[config.mk]
export PLATFORM = sky130hd
export DESIGN_NAME = mips_mc_controller
export DESIGN_NICKNAME = d
export VERILOG_FILES = /design/src/rtl/mips_mc_controller_pkg.sv /design/src/rtl/mips_mc_controller_mem_wait_timer.sv /design/src/rtl/mips_mc_controller.sv
export SDC_FILE = /design/constraint.sdc
export NUM_CORES = 1
export LEC_CHECK = 0
export ABC_AREA = 1
export ABC_CLOCK_PERIOD_IN_PS = 6100
export CAP_MARGIN = 20
export CORE_MARGIN = 5
export CORE_UTILIZATION = 45
export CTS_CLUSTER_DIAMETER = 30
export DETAILED_ROUTE_END_ITERATION = 8
export PLACE_DENSITY = 0.82
export REMOVE_ABC_BUFFERS = 1
export SETUP_SLACK_MARGIN = 0.2
export SLEW_MARGIN = 5
export SYNTH_ARGS = -nofsm -noshare
export SYNTH_HDL_FRONTEND = slang
export SYNTH_SLANG_ARGS = --single-unit
[constraint.sdc]
create_clock -name clk -period 6.1 [get_ports clk]
set_clock_uncertainty 0.2 [all_clocks]
set_input_delay 1.22 -clock clk [delete_from_list [all_inputs] [get_ports clk]]
set_output_delay 1.22 -clock clk [all_outputs]
set_load 0.02 [all_outputs]
[src/rtl/mips_mc_controller_pkg.sv]
// Shared definitions for the multi-cycle MIPS controller: state encodings,
// opcode/funct constants and datapath select codes.
package mips_mc_controller_pkg;

    typedef enum logic [3:0] {
        S_IDLE    = 4'd0,
        S_FETCH   = 4'd1,
        S_DECODE  = 4'd2,
        S_MEMADR  = 4'd3,
        S_MEMRD   = 4'd4,
        S_MEMWB   = 4'd5,
        S_MEMWR   = 4'd6,
        S_EXEC_R  = 4'd7,
        S_RWB     = 4'd8,
        S_BRANCH  = 4'd9,
        S_JUMP    = 4'd10,
        S_JAL     = 4'd11,
        S_JR      = 4'd12,
        S_ADDI_EX = 4'd13,
        S_ADDI_WB = 4'd14,
        S_ERR     = 4'd15
    } state_t;

    localparam logic [5:0] OP_RTYPE = 6'b000000;
    localparam logic [5:0] OP_J     = 6'b000010;
    localparam logic [5:0] OP_JAL   = 6'b000011;
    localparam logic [5:0] OP_BEQ   = 6'b000100;
    localparam logic [5:0] OP_ADDI  = 6'b001000;
    localparam logic [5:0] OP_LW    = 6'b100011;
    localparam logic [5:0] OP_SW    = 6'b101011;
    localparam logic [5:0] FN_JR    = 6'b001000;

    localparam logic [1:0] ALUOP_ADD   = 2'b00;
    localparam logic [1:0] ALUOP_SUB   = 2'b01;
    localparam logic [1:0] ALUOP_FUNCT = 2'b10;

    localparam logic [1:0] SRCB_REG     = 2'b00;
    localparam logic [1:0] SRCB_FOUR    = 2'b01;
    localparam logic [1:0] SRCB_IMM     = 2'b10;
    localparam logic [1:0] SRCB_IMM_SH2 = 2'b11;

    localparam logic [1:0] PCSRC_ALU    = 2'b00;
    localparam logic [1:0] PCSRC_ALUOUT = 2'b01;
    localparam logic [1:0] PCSRC_JUMP   = 2'b10;
    localparam logic [1:0] PCSRC_REG    = 2'b11;

    localparam logic [1:0] ERR_NONE    = 2'b00;
    localparam logic [1:0] ERR_TIMEOUT = 2'b01;
    localparam logic [1:0] ERR_ILLEGAL = 2'b10;

    function automatic logic is_mem_state(input state_t s);
        return (s == S_FETCH) || (s == S_MEMRD) || (s == S_MEMWR);
    endfunction

endpackage

[src/rtl/mips_mc_controller_mem_wait_timer.sv]
// Counts memory wait cycles within one access; flags a timeout when the
// MEM_TIMEOUT-th consecutive wait cycle passes without ready.
module mips_mc_controller_mem_wait_timer #(
    parameter int MEM_TIMEOUT = 15,
    parameter int CNT_W       = 8
) (
    input  logic clk,
    input  logic rst,
    input  logic clear,
    input  logic enable,
    input  logic ready,
    output logic timeout
);

    localparam logic [CNT_W-1:0] LAST_WAIT = CNT_W'(MEM_TIMEOUT - 1);

    logic [CNT_W-1:0] cnt;

    always_ff @(posedge clk or posedge rst) begin
        if (rst) begin
            cnt <= '0;
        end else if (clear) begin
            cnt <= '0;
        end else if (enable && !ready) begin
            cnt <= cnt + 1'b1;
        end
    end

    // Ready in the final allowed cycle wins over the timeout.
    assign timeout = enable && !ready && (cnt == LAST_WAIT);

endmodule

[src/rtl/mips_mc_controller.sv]
// Multi-cycle MIPS control sequencer: Moore strobes from the state register,
// memory exits qualified by mem_ready, sticky error on timeout or bad opcode.
//
// state     | meaning
// ----------+--------------------------------------------------
// IDLE      | first cycle after reset
// FETCH     | read instruction, PC += 4 on ready
// DECODE    | register read, branch target into ALUOut
// MEMADR    | lw/sw effective address
// MEMRD     | lw data read
// MEMWB     | lw register writeback
// MEMWR     | sw data write
// EXEC_R    | R-type ALU operation
// RWB       | R-type register writeback
// BRANCH    | beq compare and conditional PC update
// JUMP      | j
// JAL       | jal, link into r31
// JR        | jr, PC from rs
// ADDI_EX   | addi ALU operation
// ADDI_WB   | addi register writeback
// ERR       | sticky error, held until reset
module mips_mc_controller
    import mips_mc_controller_pkg::*;
#(
    parameter int MEM_TIMEOUT = 15,
    parameter int CNT_W       = 8
) (
    input  logic       clk,
    input  logic       rst,
    input  logic [5:0] opcode,
    input  logic [5:0] funct,
    input  logic       zero,
    input  logic       mem_ready,
    output logic       PCWrite,
    output logic       PCWriteCond,
    output logic       IorD,
    output logic       MemRead,
    output logic       MemWrite,
    output logic       IRWrite,
    output logic       MemtoReg,
    output logic       RegDst,
    output logic       RegWrite,
    output logic       ALUsrcA,
    output logic [1:0] ALUsrcB,
    output logic [1:0] ALUop,
    output logic [1:0] PCSource,
    output logic       jump_link,
    output logic       jump_reg,
    output logic       instr_done,
    output logic       err,
    output logic [1:0] err_code,
    output logic [3:0] state_o
);

    state_t     state, state_next;
    logic [1:0] err_code_next;
    logic       timer_clear, timeout;

    // The zero flag is combined with PCWriteCond inside the datapath.
    logic unused_zero;
    assign unused_zero = zero;

    assign timer_clear = (state_next != state) && is_mem_state(state_next);

    mips_mc_controller_mem_wait_timer #(
        .MEM_TIMEOUT(MEM_TIMEOUT),
        .CNT_W      (CNT_W)
    ) u_timer (
        .clk    (clk),
        .rst    (rst),
        .clear  (timer_clear),
        .enable (is_mem_state(state)),
        .ready  (mem_ready),
        .timeout(timeout)
    );

    always_ff @(posedge clk or posedge rst) begin
        if (rst) begin
            state    <= S_IDLE;
            err_code <= ERR_NONE;
        end else begin
            state    <= state_next;
            err_code <= err_code_next;
        end
    end

    always_comb begin
        state_next    = state;
        err_code_next = err_code;
        PCWrite       = 1'b0;
        PCWriteCond   = 1'b0;
        IorD          = 1'b0;
        MemRead       = 1'b0;
        MemWrite      = 1'b0;
        IRWrite       = 1'b0;
        MemtoReg      = 1'b0;
        RegDst        = 1'b0;
        RegWrite      = 1'b0;
        ALUsrcA       = 1'b0;
        ALUsrcB       = SRCB_REG;
        ALUop         = ALUOP_ADD;
        PCSource      = PCSRC_ALU;
        jump_link     = 1'b0;
        jump_reg      = 1'b0;
        instr_done    = 1'b0;
        err           = 1'b0;

        case (state)
            S_IDLE: state_next = S_FETCH;
            S_FETCH: begin
                MemRead = 1'b1;
                ALUsrcB = SRCB_FOUR;
                if (mem_ready) begin
                    IRWrite    = 1'b1;
                    PCWrite    = 1'b1;
                    state_next = S_DECODE;
                end else if (timeout) begin
                    state_next    = S_ERR;
                    err_code_next = ERR_TIMEOUT;
                end
            end
            S_DECODE: begin
                ALUsrcB = SRCB_IMM_SH2;
                case (opcode)
                    OP_LW, OP_SW: state_next = S_MEMADR;
                    OP_RTYPE:     state_next = S_EXEC_R;
                    OP_BEQ:       state_next = S_BRANCH;
                    OP_J:         state_next = S_JUMP;
                    OP_JAL:       state_next = S_JAL;
                    OP_ADDI:      state_next = S_ADDI_EX;
                    default: begin
                        state_next    = S_ERR;
                        err_code_next = ERR_ILLEGAL;
                    end
                endcase
            end
            S_MEMADR: begin
                ALUsrcA    = 1'b1;
                ALUsrcB    = SRCB_IMM;
                state_next = (opcode == OP_SW) ? S_MEMWR : S_MEMRD;
            end
            S_MEMRD: begin
                MemRead = 1'b1;
                IorD    = 1'b1;
                if (mem_ready) begin
                    state_next = S_MEMWB;
                end else if (timeout) begin
                    state_next    = S_ERR;
                    err_code_next = ERR_TIMEOUT;
                end
            end
            S_MEMWB: begin
                RegWrite   = 1'b1;
                MemtoReg   = 1'b1;
                instr_done = 1'b1;
                state_next = S_FETCH;
            end
            S_MEMWR: begin
                MemWrite = 1'b1;
                IorD     = 1'b1;
                if (mem_ready) begin
                    instr_done = 1'b1;
                    state_next = S_FETCH;
                end else if (timeout) begin
                    state_next    = S_ERR;
                    err_code_next = ERR_TIMEOUT;
                end
            end
            S_EXEC_R: begin
                ALUsrcA    = 1'b1;
                ALUop      = ALUOP_FUNCT;
                state_next = (funct == FN_JR) ? S_JR : S_RWB;
            end
            S_RWB: begin
                RegWrite   = 1'b1;
                RegDst     = 1'b1;
                instr_done = 1'b1;
                state_next = S_FETCH;
            end
            S_BRANCH: begin
                ALUsrcA     = 1'b1;
                ALUop       = ALUOP_SUB;
                PCWriteCond = 1'b1;
                PCSource    = PCSRC_ALUOUT;
                instr_done  = 1'b1;
                state_next  = S_FETCH;
            end
            S_JUMP: begin
                PCWrite    = 1'b1;
                PCSource   = PCSRC_JUMP;
                instr_done = 1'b1;
                state_next = S_FETCH;
            end
            S_JAL: begin
                PCWrite    = 1'b1;
                PCSource   = PCSRC_JUMP;
                RegWrite   = 1'b1;
                jump_link  = 1'b1;
                instr_done = 1'b1;
                state_next = S_FETCH;
            end
            S_JR: begin
                PCWrite    = 1'b1;
                PCSource   = PCSRC_REG;
                jump_reg   = 1'b1;
                instr_done = 1'b1;
                state_next = S_FETCH;
            end
            S_ADDI_EX: begin
                ALUsrcA    = 1'b1;
                ALUsrcB    = SRCB_IMM;
                state_next = S_ADDI_WB;
            end
            S_ADDI_WB: begin
                RegWrite   = 1'b1;
                instr_done = 1'b1;
                state_next = S_FETCH;
            end
            S_ERR: err = 1'b1;
            default: state_next = S_ERR;
        endcase
    end

    assign state_o = state;

endmodule
# Word-level counts from Yosys, hierarchy flattened
# Index checks and enable logic that the tools add are counted.
[word_totals] register_bits=14 in_bits=16 out_inout_bits=26
[classes] add_sub_neg=1 n_eq_ne=30 n_mux=32 reduce_logical=25
[op_table] op="4-bit equality test (second input constant)" n=8
[op_table] op="4-bit one-hot mux with 8 select lines" n=1
[op_table] op="4-bit by 3-bit equality test with 1-bit output (second input constant)" n=6
[op_table] op="4-bit one-hot mux with 6 select lines" n=1
[op_table] op="4-bit 2-to-1 mux" n=4
[op_table] op="8-bit 2-to-1 mux" n=2
[op_table] op="7-bit OR reduction" n=2
[op_table] op="1-bit 2-to-1 mux" n=13
[op_table] op="6-bit by 2-bit equality test with 1-bit output (second input constant)" n=2
[op_table] op="6-bit by 4-bit equality test with 1-bit output (second input constant)" n=2
[op_table] op="6-bit equality test (second input constant)" n=2
[op_table] op="2-bit one-hot mux with 3 select lines" n=2
[op_table] op="2-bit OR reduction" n=5
[op_table] op="8-bit by 1-bit adder with 8-bit output (second input constant)" n=1
[op_table] op="4-bit by 1-bit equality test with 1-bit output (second input constant)" n=2
[op_table] op="4-bit by 2-bit equality test with 1-bit output (second input constant)" n=2
[op_table] op="8-bit by 4-bit equality test with 1-bit output (second input constant)" n=1
[op_table] op="2-bit 2-to-1 mux" n=4
[op_table] op="2-bit one-hot mux with 2 select lines" n=2
[op_table] op="4-bit OR reduction" n=2
[op_table] op="8-bit OR reduction" n=1
[op_table] op="6-bit by 3-bit equality test with 1-bit output (second input constant)" n=1
[op_table] op="6-bit logical NOT" n=1
[op_table] op="3-bit OR reduction" n=2
[op_table] op="other kinds (11)" n=19

# Depth between registers and ports, before layout
# Gate-level depths: netlist of run 1.
[logic_depth] ltp_word=13 ltp_mapped=14 ltp_nobuf=13

# Cells and area by module
# From an unflattened synthesis of run 1, not the netlist that was laid out.
[unflattened] hier_cells=211 hier_area_um2=1320.0
[modules_own_cells] module="mips_mc_controller" instances=1 cells_per_inst=143 area_per_inst_um2=837.1 seq_area_each_um2=150.1
[modules_own_cells] module="mips_mc_controller_mem_wait_timer" instances=1 cells_per_inst=68 area_per_inst_um2=483.0 seq_area_each_um2=200.2

# Worst setup path after synthesis of run 1
# Ideal clock, no wire load.
[synth_timing] path_type="input-to-output" from="in mem_ready" to="out PCWrite" t_arrival_ns=1.516 setup_slack_ns=3.164 cell_stages=2 cell_sequence="nand3_1 -> nand3_1"
[synth_between] elab_chain_len=2
[synth_lines] element="start: declaration" line="mips_mc_controller.sv:33" source="input logic mem_ready,"
[synth_lines] element="1-bit 2-to-1 mux" line="mips_mc_controller.sv:113" source="if (mem_ready) begin"
[synth_lines] element="1-bit one-hot mux with 2 select lines" line="mips_mc_controller.sv:108" source="case (state)"
[synth_lines] element="end: declaration" line="mips_mc_controller.sv:34" source="output logic PCWrite,"
# No other way between the ends.

# Worst setup path after layout of run 1
# Same ends and word-level chain as after synthesis.

==> results.ini, run 1 <==
[run_status]
outcome=complete, no violations

[global_routing]
track_usage=0.167
grt_overflow_total=0
grt_pass1_vias=1269
antenna_found_initial=0
grt_pass1_wl_um=5740
grt_max_degree=15

[clock_tree]
clk_pin_slew_ns=0.08
cts_tree=yes
cts.htree.levels=1
ctsResizeCount=0
cts.sinks=14
insertion_delay_ns=0.28
cts_root_buffer=clkbuf_4
holdBufCountCts=0
cts_buffers=3
clockBufferDepth=2
cts_setup_buffers=0

[setup_path]
slowest_stage=clkdlybuf4s50_1
reg2reg_depth=11
path_class=in2out
r2r_slack_ns=3.85
end_kind=output pin
cp_max_fo=5
required_ns=4.68
r2r-start=state_o[2]$_DFF_PP0_
cp_top_family=buffers and inverters
cp_cell_sequence=clkdlybuf4s50_1, nand3_1, nand3_1, clkdlybuf4s50_1
crit_buf_inv=2
critPathMaxStageDelay_ns=0.60
startpoint_type=input pin
rr_endpoint=u_timer.cnt[5]$_DFFE_PP0P_
arrival_ns=2.66

[routing]
first_pass_iters=4
ant_nets=0
vias=1396
dr.first_iter.drc_count=72
drc=0
viasPerCell=5.02
wl_per_cell_um=12.1
wirelength_um=3360

[synth]
syn_avg_cell_area_um2=6.47
synth-edff-count=0
synth_cells=204
netlist_area_um2=1320
synth_ff_type=dfrtp_1
synthArstFlopShare=1.00
netlist-cell-type-count=24
ys_seq_area_frac=0.265
yosys_warnings=0
ys_ff_latch=14

[timing]
finalCriticalPeriod_ns=4.08
tightest_slew_ns=0.518
tns_ns=0
max_freq_ghz=0.245
setup_violations=0
rsz0062_at_grt=no
finalMaxSlewViolations=0
fin_crit_sh=0.668
hold_violations=0
maxSlewHeadroom=0.654
whs_ns=0.305

[place]
place_hpwl_um=2780
gp_congestion=0.887
portBuffers=40
placed_area_um2=1750

[run]
max_cap_viol_count=0

[die]
dieArea_um2=4120
die_x_um=64.2
initial_core_util=0.475
die-height_um=64.2
core_area_um2=2780
rows=19
top_level_ports=42

[finish]
n_antenna_cell=0
mostFrequentLayoutCell=nand2_1
final_cell_area_um2=1780
drive_gt1_frac=0.130
nNetsFinal=266
final_cell_mix=nand2_1 (48), clkdlybuf4s50_1 (40), nor2_1 (34), inv_1 (29), nand3_1 (15)
syn_to_final_growth_pct=35.2

[worst_hold_path]
hold_end=err_code[0]$_DFFE_PP0P_
hold_path.class=reg2reg
worstHoldStart=err_code[0]$_DFFE_PP0P_
hold_depth=2

[pwr]
ir_drop_mv=0.204
leakagePower_nw=0.926
powerDensity_nw_per_um2=98.6

-- cell families after synthesis --
group / count (synthesis) / synth area share
and+or+nand+nor: 125 / 0.464
buffers and inverters: 34 / 0.102
AOI/OAI and AO/OA: 22 / 0.102
DFF: 14 / 0.265
xor gates and xnor gates: 7 / 0.0464
adders and majority gates: 2 / 0.0190
-- cell usage after synthesis, types with 3 or more instances --
cell | n | area, µm²
nand4_1 | 5 | 31.3
o21ai_0 | 4 | 20.0
inv_1 | 29 | 109
nor2_1 | 34 | 128
nand2_1 | 48 | 180
nand3_1 | 15 | 75.1
xor2_1 | 7 | 61.3
nand2_4 | 3 | 33.8
dfrtp_1 | 14 | 350
nor2_2 | 5 | 31.3
nand2_2 | 7 | 43.8
a21oi_1 | 12 | 60.1
nor2_4 | 4 | 45.0
inv_2 | 4 | 15.0
-- worst reg2reg max path: cells and delay by family, from the launching register on --
family	cells	cell delay (ns)
flops	1	0.54
buf+inv	2	0.20
simple gates	8	1.08
compound gates	1	0.17
-- final cells by class --
type	instances	area [µm²]
multi-input cells	156	835
well taps	31	38.8
fillers	251	997
inverters	33	124
flip-flops and latches	14	350
repair buffers	40	400
clock buffers	4	36.3
-- worst max-delay path by stage --
stage / start / end / depth (start not counted)
final: mem_ready / PCWrite / 4
after global routing: mem_ready / PCWrite / 4
after CTS: mem_ready / PCWrite / 4
after detailed placement: mem_ready / PCWrite / 4
after global placement: mem_ready / PCWrite / 4
after floorplan: state_o[2]$_DFF_PP0_ / PCSource[0] / 4
-- per-layer routing --
metal	global-route usage	up-vias	wire [µm]
met5	0	-	0
met4	0.0153	0	10
li1	-	731	-
met2	0.259	34	1540
met3	0.0438	2	211
met1	0.242	629	1600
-- registers in the layout (all words and copies together) (netlist names) --
| register | count |
|---|---|
| u_timer.cnt | 8 |
| state_o | 4 |
| err_code | 2 |
-- metrics by stage --
| step | power, mW | cells | setup WS, ns | util |
|---|---|---|---|---|
| finish | 0.176 | 278 | 2.02 | 0.641 |
| global route | 0.186 | 278 | 1.92 | 0.641 |
| CTS | 0.179 | 278 | 2.02 | 0.641 |
| detailed placement | 0.112 | 274 | 2.02 | 0.628 |
| global placement | 0.112 | 274 | 2.04 | 0.628 |
| floorplan | 0.101 | 203 | 3.15 | - |
-- power by group --
part	internal (mW)	leakage, nW	total, mW	switching, mW
registers	0.0927	0.164	0.0927	0
logic	0.00964	0.740	0.0176	0.00793
clock network	0.0363	0.0210	0.0656	0.0293
(Power assumes the default switching activity.)
==> inputs of run 2 (changes only) <==
- ABC_CLOCK_PERIOD_IN_PS: 6100 -> 3500
- CORE_UTILIZATION: 45 -> 42
- PLACE_DENSITY: 0.82 -> 0.81
- clock period: 6.1 -> 3.5 ns (I/O delays scaled with it)
==> run 2 against run 1 <==
Clock power is 37% higher. Hold slack better by 0.0056 ns. Sequential cell count stayed put. Setup slack worse by 1.6 ns. Register-to-register slack worse by 2.7 ns. Critical path depth is 2 higher. Utilization is 5.1 points lower. Critical endpoint is now ALUsrcB[0]. Largest cell class unchanged.
==> results.ini, run 2 (synthesis gave the netlist of run 1 again) <==
[setup_path]
arrival_ns=2.22
startpoint_type=flip-flop
slowest_stage=clkdlybuf4s50_1
crit_buf_inv=3
required_ns=2.60
critPathMaxStageDelay_ns=0.60
path_class=reg2out
cp_top_family=buffers and inverters
cp_max_fo=10
end_kind=output pin
crit_top_cell=inv_1
cp_cell_sequence=nor2_4, inv_1, nor2_1, inv_1, nand2_1, clkdlybuf4s50_1

[finish]
nNetsFinal=266
final_cell_area_um2=1790
syn_to_final_growth_pct=35.4
largest_register_ff_count=8
drive_gt1_frac=0.126
top_register=u_timer.cnt
final_cell_mix=nand2_1 (48), clkdlybuf4s50_1 (40), nor2_1 (34), inv_1 (29), nand3_1 (15)
mostFrequentLayoutCell=nand2_1
n_antenna_cell=0

[timing]
rsz0062_at_grt=no
max_freq_ghz=0.321
whs_ns=0.311
tns_ns=0
finalMaxSlewViolations=0
maxSlewHeadroom=0.661
hold_violations=0
finalCriticalPeriod_ns=3.12
fin_crit_sh=0.891
setup_violations=0
tightest_slew_ns=0.507

[routing]
drc=0
first_pass_iters=4
ant_nets=0
dr.first_iter.drc_count=104
viasPerCell=4.78
wirelength_um=3300
wl_per_cell_um=11.4
vias=1385

[worst_hold_path]
hold_path.class=reg2reg

[run_status]
outcome=complete, no violations

[die]
top_level_ports=42
rows=20
initial_core_util=0.436
dieArea_um2=4360
core_area_um2=3030
die-height_um=66.1
die_x_um=66.1

[clock_tree]
clockBufferDepth=2
holdBufCountCts=0
cts_root_buffer=clkbuf_4
cts_buffers=3
cts.htree.levels=1
insertion_delay_ns=0.28
ctsResizeCount=0
cts.sinks=14
cts_setup_buffers=0
cts_tree=yes
clk_pin_slew_ns=0.08

[place]
placed_area_um2=1760
place_hpwl_um=2710
gp_congestion=0.846
portBuffers=40

[pwr]
leakagePower_nw=0.918
ir_drop_mv=0.0980
total_power_mw=0.282
powerDensity_nw_per_um2=158

[global_routing]
grt_pass1_wl_um=5620
grt_max_degree=15
antenna_found_initial=0
track_usage=0.164
grt_pass1_vias=1285
grt_overflow_total=0

[run]
max_cap_viol_count=0

run 2: worst register-to-register path: cells and delay by family, from the launching register on:
kind | cells | cell delay, ns
DFF | 1 | 0.54
buffers and inverters | 2 | 0.20
AOI/OAI and AO/OA | 1 | 0.15
and+or+nand+nor | 8 | 1.15
run 2: path summary, 6_finish.rpt:
check                                         from                    endpoint  slack (ns)  cells past startpoint
max in group asynchronous                      rst        state_o[1]$_DFF_PP0_        2.22                      2
setup reg to reg              state_o[2]$_DFF_PP0_  u_timer.cnt[4]$_DFFE_PP0P_        1.18                     11
min in group asynchronous                      rst  u_timer.cnt[2]$_DFFE_PP0P_        0.54                      2
hold reg to reg            err_code[1]$_DFFE_PP0P_     err_code[1]$_DFFE_PP0P_        0.31                      2
setup / recovery              state_o[2]$_DFF_PP0_                  ALUsrcB[0]        0.38                      6
hold / removal             err_code[1]$_DFFE_PP0P_     err_code[1]$_DFFE_PP0P_        0.31                      2
run 2: per-stage QoR:
stage / setup slack, ns / instances / util
final: 0.381 / 290 / 0.590
after global routing: 0.208 / 290 / 0.590
after CTS: 0.389 / 290 / 0.590
after detailed placement: 0.493 / 287 / 0.583
after global placement: 0.490 / 287 / 0.583
after floorplan: 1.07 / 203 / -
run 2: cell type report:
type                       count  area (µm²)
clock buffer                   3        22.5
fill                         287        1240
inverter                      33         124
multi-input combinational    156         835
sequential                    14         350
tap                           44        55.1
timing repair buffer          40         400
run 2: power by group:
part,switching (mW),leakage [nW],internal (mW)
logic,0.0134,0.740,0.0168
clock network,0.0501,0.0138,0.0400
registers,0,0.164,0.162
total,0.0636,0.918,0.218
run 2: per-layer routing:
layer  up-vias  global-route usage  routed length, µm
met5         -                   0                  0
met4         0              0.0482                 62
met3         7              0.0255                141
met2        32               0.263               1550
met1       619               0.225               1550
li1        727                   -                  -
==> inputs of run 3 (changes only) <==
--- a/constraint.sdc
+++ b/constraint.sdc
@@ -4,2 +4,2 @@
 set_output_delay 0.7 -clock clk [all_outputs]
-set_load 0.02 [all_outputs]
+set_load 0.01 [all_outputs]
==> run 3 against run 2 <==
Setup slack improved by 0.068 ns. Critical path type unchanged. Register-to-register slack barely moved. First-iteration DRC count fell by 1.9%. Largest cell class unchanged. Sequential cell count did not move. Die area did not move. Non-clock buffer count did not move. Global-route usage fell by 0.29 points. Total power rose by 8.6%.
==> results.ini, run 3 (synthesis gave the netlist of run 1 again) <==
[timing]
hold_violations=0
fin_crit_sh=0.872
setup_violations=0
tns_ns=0
finalCriticalPeriod_ns=3.05
rsz0062_at_grt=no
tightest_slew_ns=0.514
whs_ns=0.307
max_freq_ghz=0.328
finalMaxSlewViolations=0
maxSlewHeadroom=0.657

[finish]
nNetsFinal=266
seq_area_um2=350
top_register=u_timer.cnt
largest_register_ff_count=8
num-fill-cells=293
drive_gt1_frac=0.130
n_antenna_cell=0
mostFrequentLayoutCell=nand2_1
syn_to_final_growth_pct=36.4
multi_input_area_um2=835
final_cell_mix=nand2_1 (48), clkdlybuf4s50_1 (40), nor2_1 (34), inv_1 (29), nand3_1 (15)

[setup_path]
end_kind=output pin
r2r_slack_ns=1.19
path_class=reg2out
startpoint_type=flip-flop
required_ns=2.60
arrival_ns=2.15
slowest_stage=dfrtp_1
crit_top_cell=inv_1
critPathMaxStageDelay_ns=0.54
cp_max_fo=10
cp_cell_sequence=nor2_4, inv_1, nor2_1, inv_1, nand2_1, clkdlybuf4s50_1

[die]
die_x_um=66.1
rows=20
dieArea_um2=4360
initial_core_util=0.436
core_area_um2=3030
top_level_ports=42
die-height_um=66.1

[pwr]
leakagePower_nw=0.926
clock_power_share=0.373
internal_power_mw=0.242
p_sw_mw=0.0643
switching_share=0.210
combPwrFrac=0.099
powerDensity_nw_per_um2=170
seqPwrFrac=0.528
ir_drop_mv=0.153

[place]
gp_congestion=0.865
portBuffers=40
place_hpwl_um=2720

[routing]
dr.first_iter.drc_count=102
wirelength_um=3320
wl_per_cell_um=11.4
drc=0
vias=1393
viasPerCell=4.79
ant_nets=0
first_pass_iters=4

[clock_tree]
cts_buffers=3
clk_pin_slew_ns=0.09
insertion_delay_ns=0.28
cts.htree.levels=1
cts_tree=yes
clockBufferDepth=2
cts.sinks=14
ctsResizeCount=0
cts_setup_buffers=0
holdBufCountCts=0
cts_root_buffer=clkbuf_4

[global_routing]
grt_pass1_wl_um=5600
grt_max_degree=15
grt_overflow_total=0
grt_pass1_vias=1266
track_usage=0.161
antenna_found_initial=0

[run_status]
outcome=complete, no violations

[run]
max_cap_viol_count=0

[worst_hold_path]
hold_path.class=reg2reg

run 3: cell types whose count changed in the layout (fill, tap and decap cells not counted), sizes merged:
cell,change
clkbuf,+1
run 3: power by group through the flow:
stage                     combinational, mW  sequential, mW  clock (mW)
after floorplan                      0.0108           0.165           0
after global placement               0.0301           0.165           0
after detailed placement             0.0304           0.165           0
after CTS                            0.0306           0.162       0.117
after global routing                 0.0338           0.162       0.126
final                                0.0304           0.162       0.114
run 3: worst paths after layout:
check,startpoint,endpoint,cells past startpoint
max reg2reg,state_o[2]$_DFF_PP0_,u_timer.cnt[4]$_DFFE_PP0P_,11
min reg2reg,err_code[1]$_DFFE_PP0P_,err_code[1]$_DFFE_PP0P_,2
max,state_o[2]$_DFF_PP0_,ALUsrcB[0],6
min in group asynchronous,rst,u_timer.cnt[7]$_DFFE_PP0P_,2
max in group asynchronous,rst,u_timer.cnt[5]$_DFFE_PP0P_,2
min,err_code[1]$_DFFE_PP0P_,err_code[1]$_DFFE_PP0P_,2
run 3: layer usage:
metal | wire [µm] | track usage | share of wire
met1 | 1560 | 0.218 | 0.47
met5 | 0 | 0 | 0
met3 | 169 | 0.0272 | 0.051
met2 | 1600 | 0.269 | 0.48
met4 | 0 | 0.0305 | 0
run 3: worst max-delay path, delay by kind of cell, from the launching register on:
kind | cells | cell delay (ns)
buffers and inverters | 3 | 0.73
AND/OR/NAND/NOR | 3 | 0.60
flip-flops | 1 | 0.54
run 3: through the flow:
stage	setup WS [ns]	total power, mW	instance area (µm²)	util	std cells
CTS	0.469	0.310	1800	0.595	291
detailed placement	0.554	0.195	1760	0.583	287
global placement	0.546	0.195	1760	0.583	287
finish	0.449	0.306	1800	0.595	291
global route	0.295	0.321	1800	0.595	291
floorplan	1.38	0.176	1310	-	203
run 3: final cells by class:
type / instances / area share
clock buffers: 4 / 0.0202
inverters: 33 / 0.0688
multi-input cells: 156 / 0.464
flip-flops and latches: 14 / 0.195
well taps: 44 / 0.0306
repair buffers: 40 / 0.222
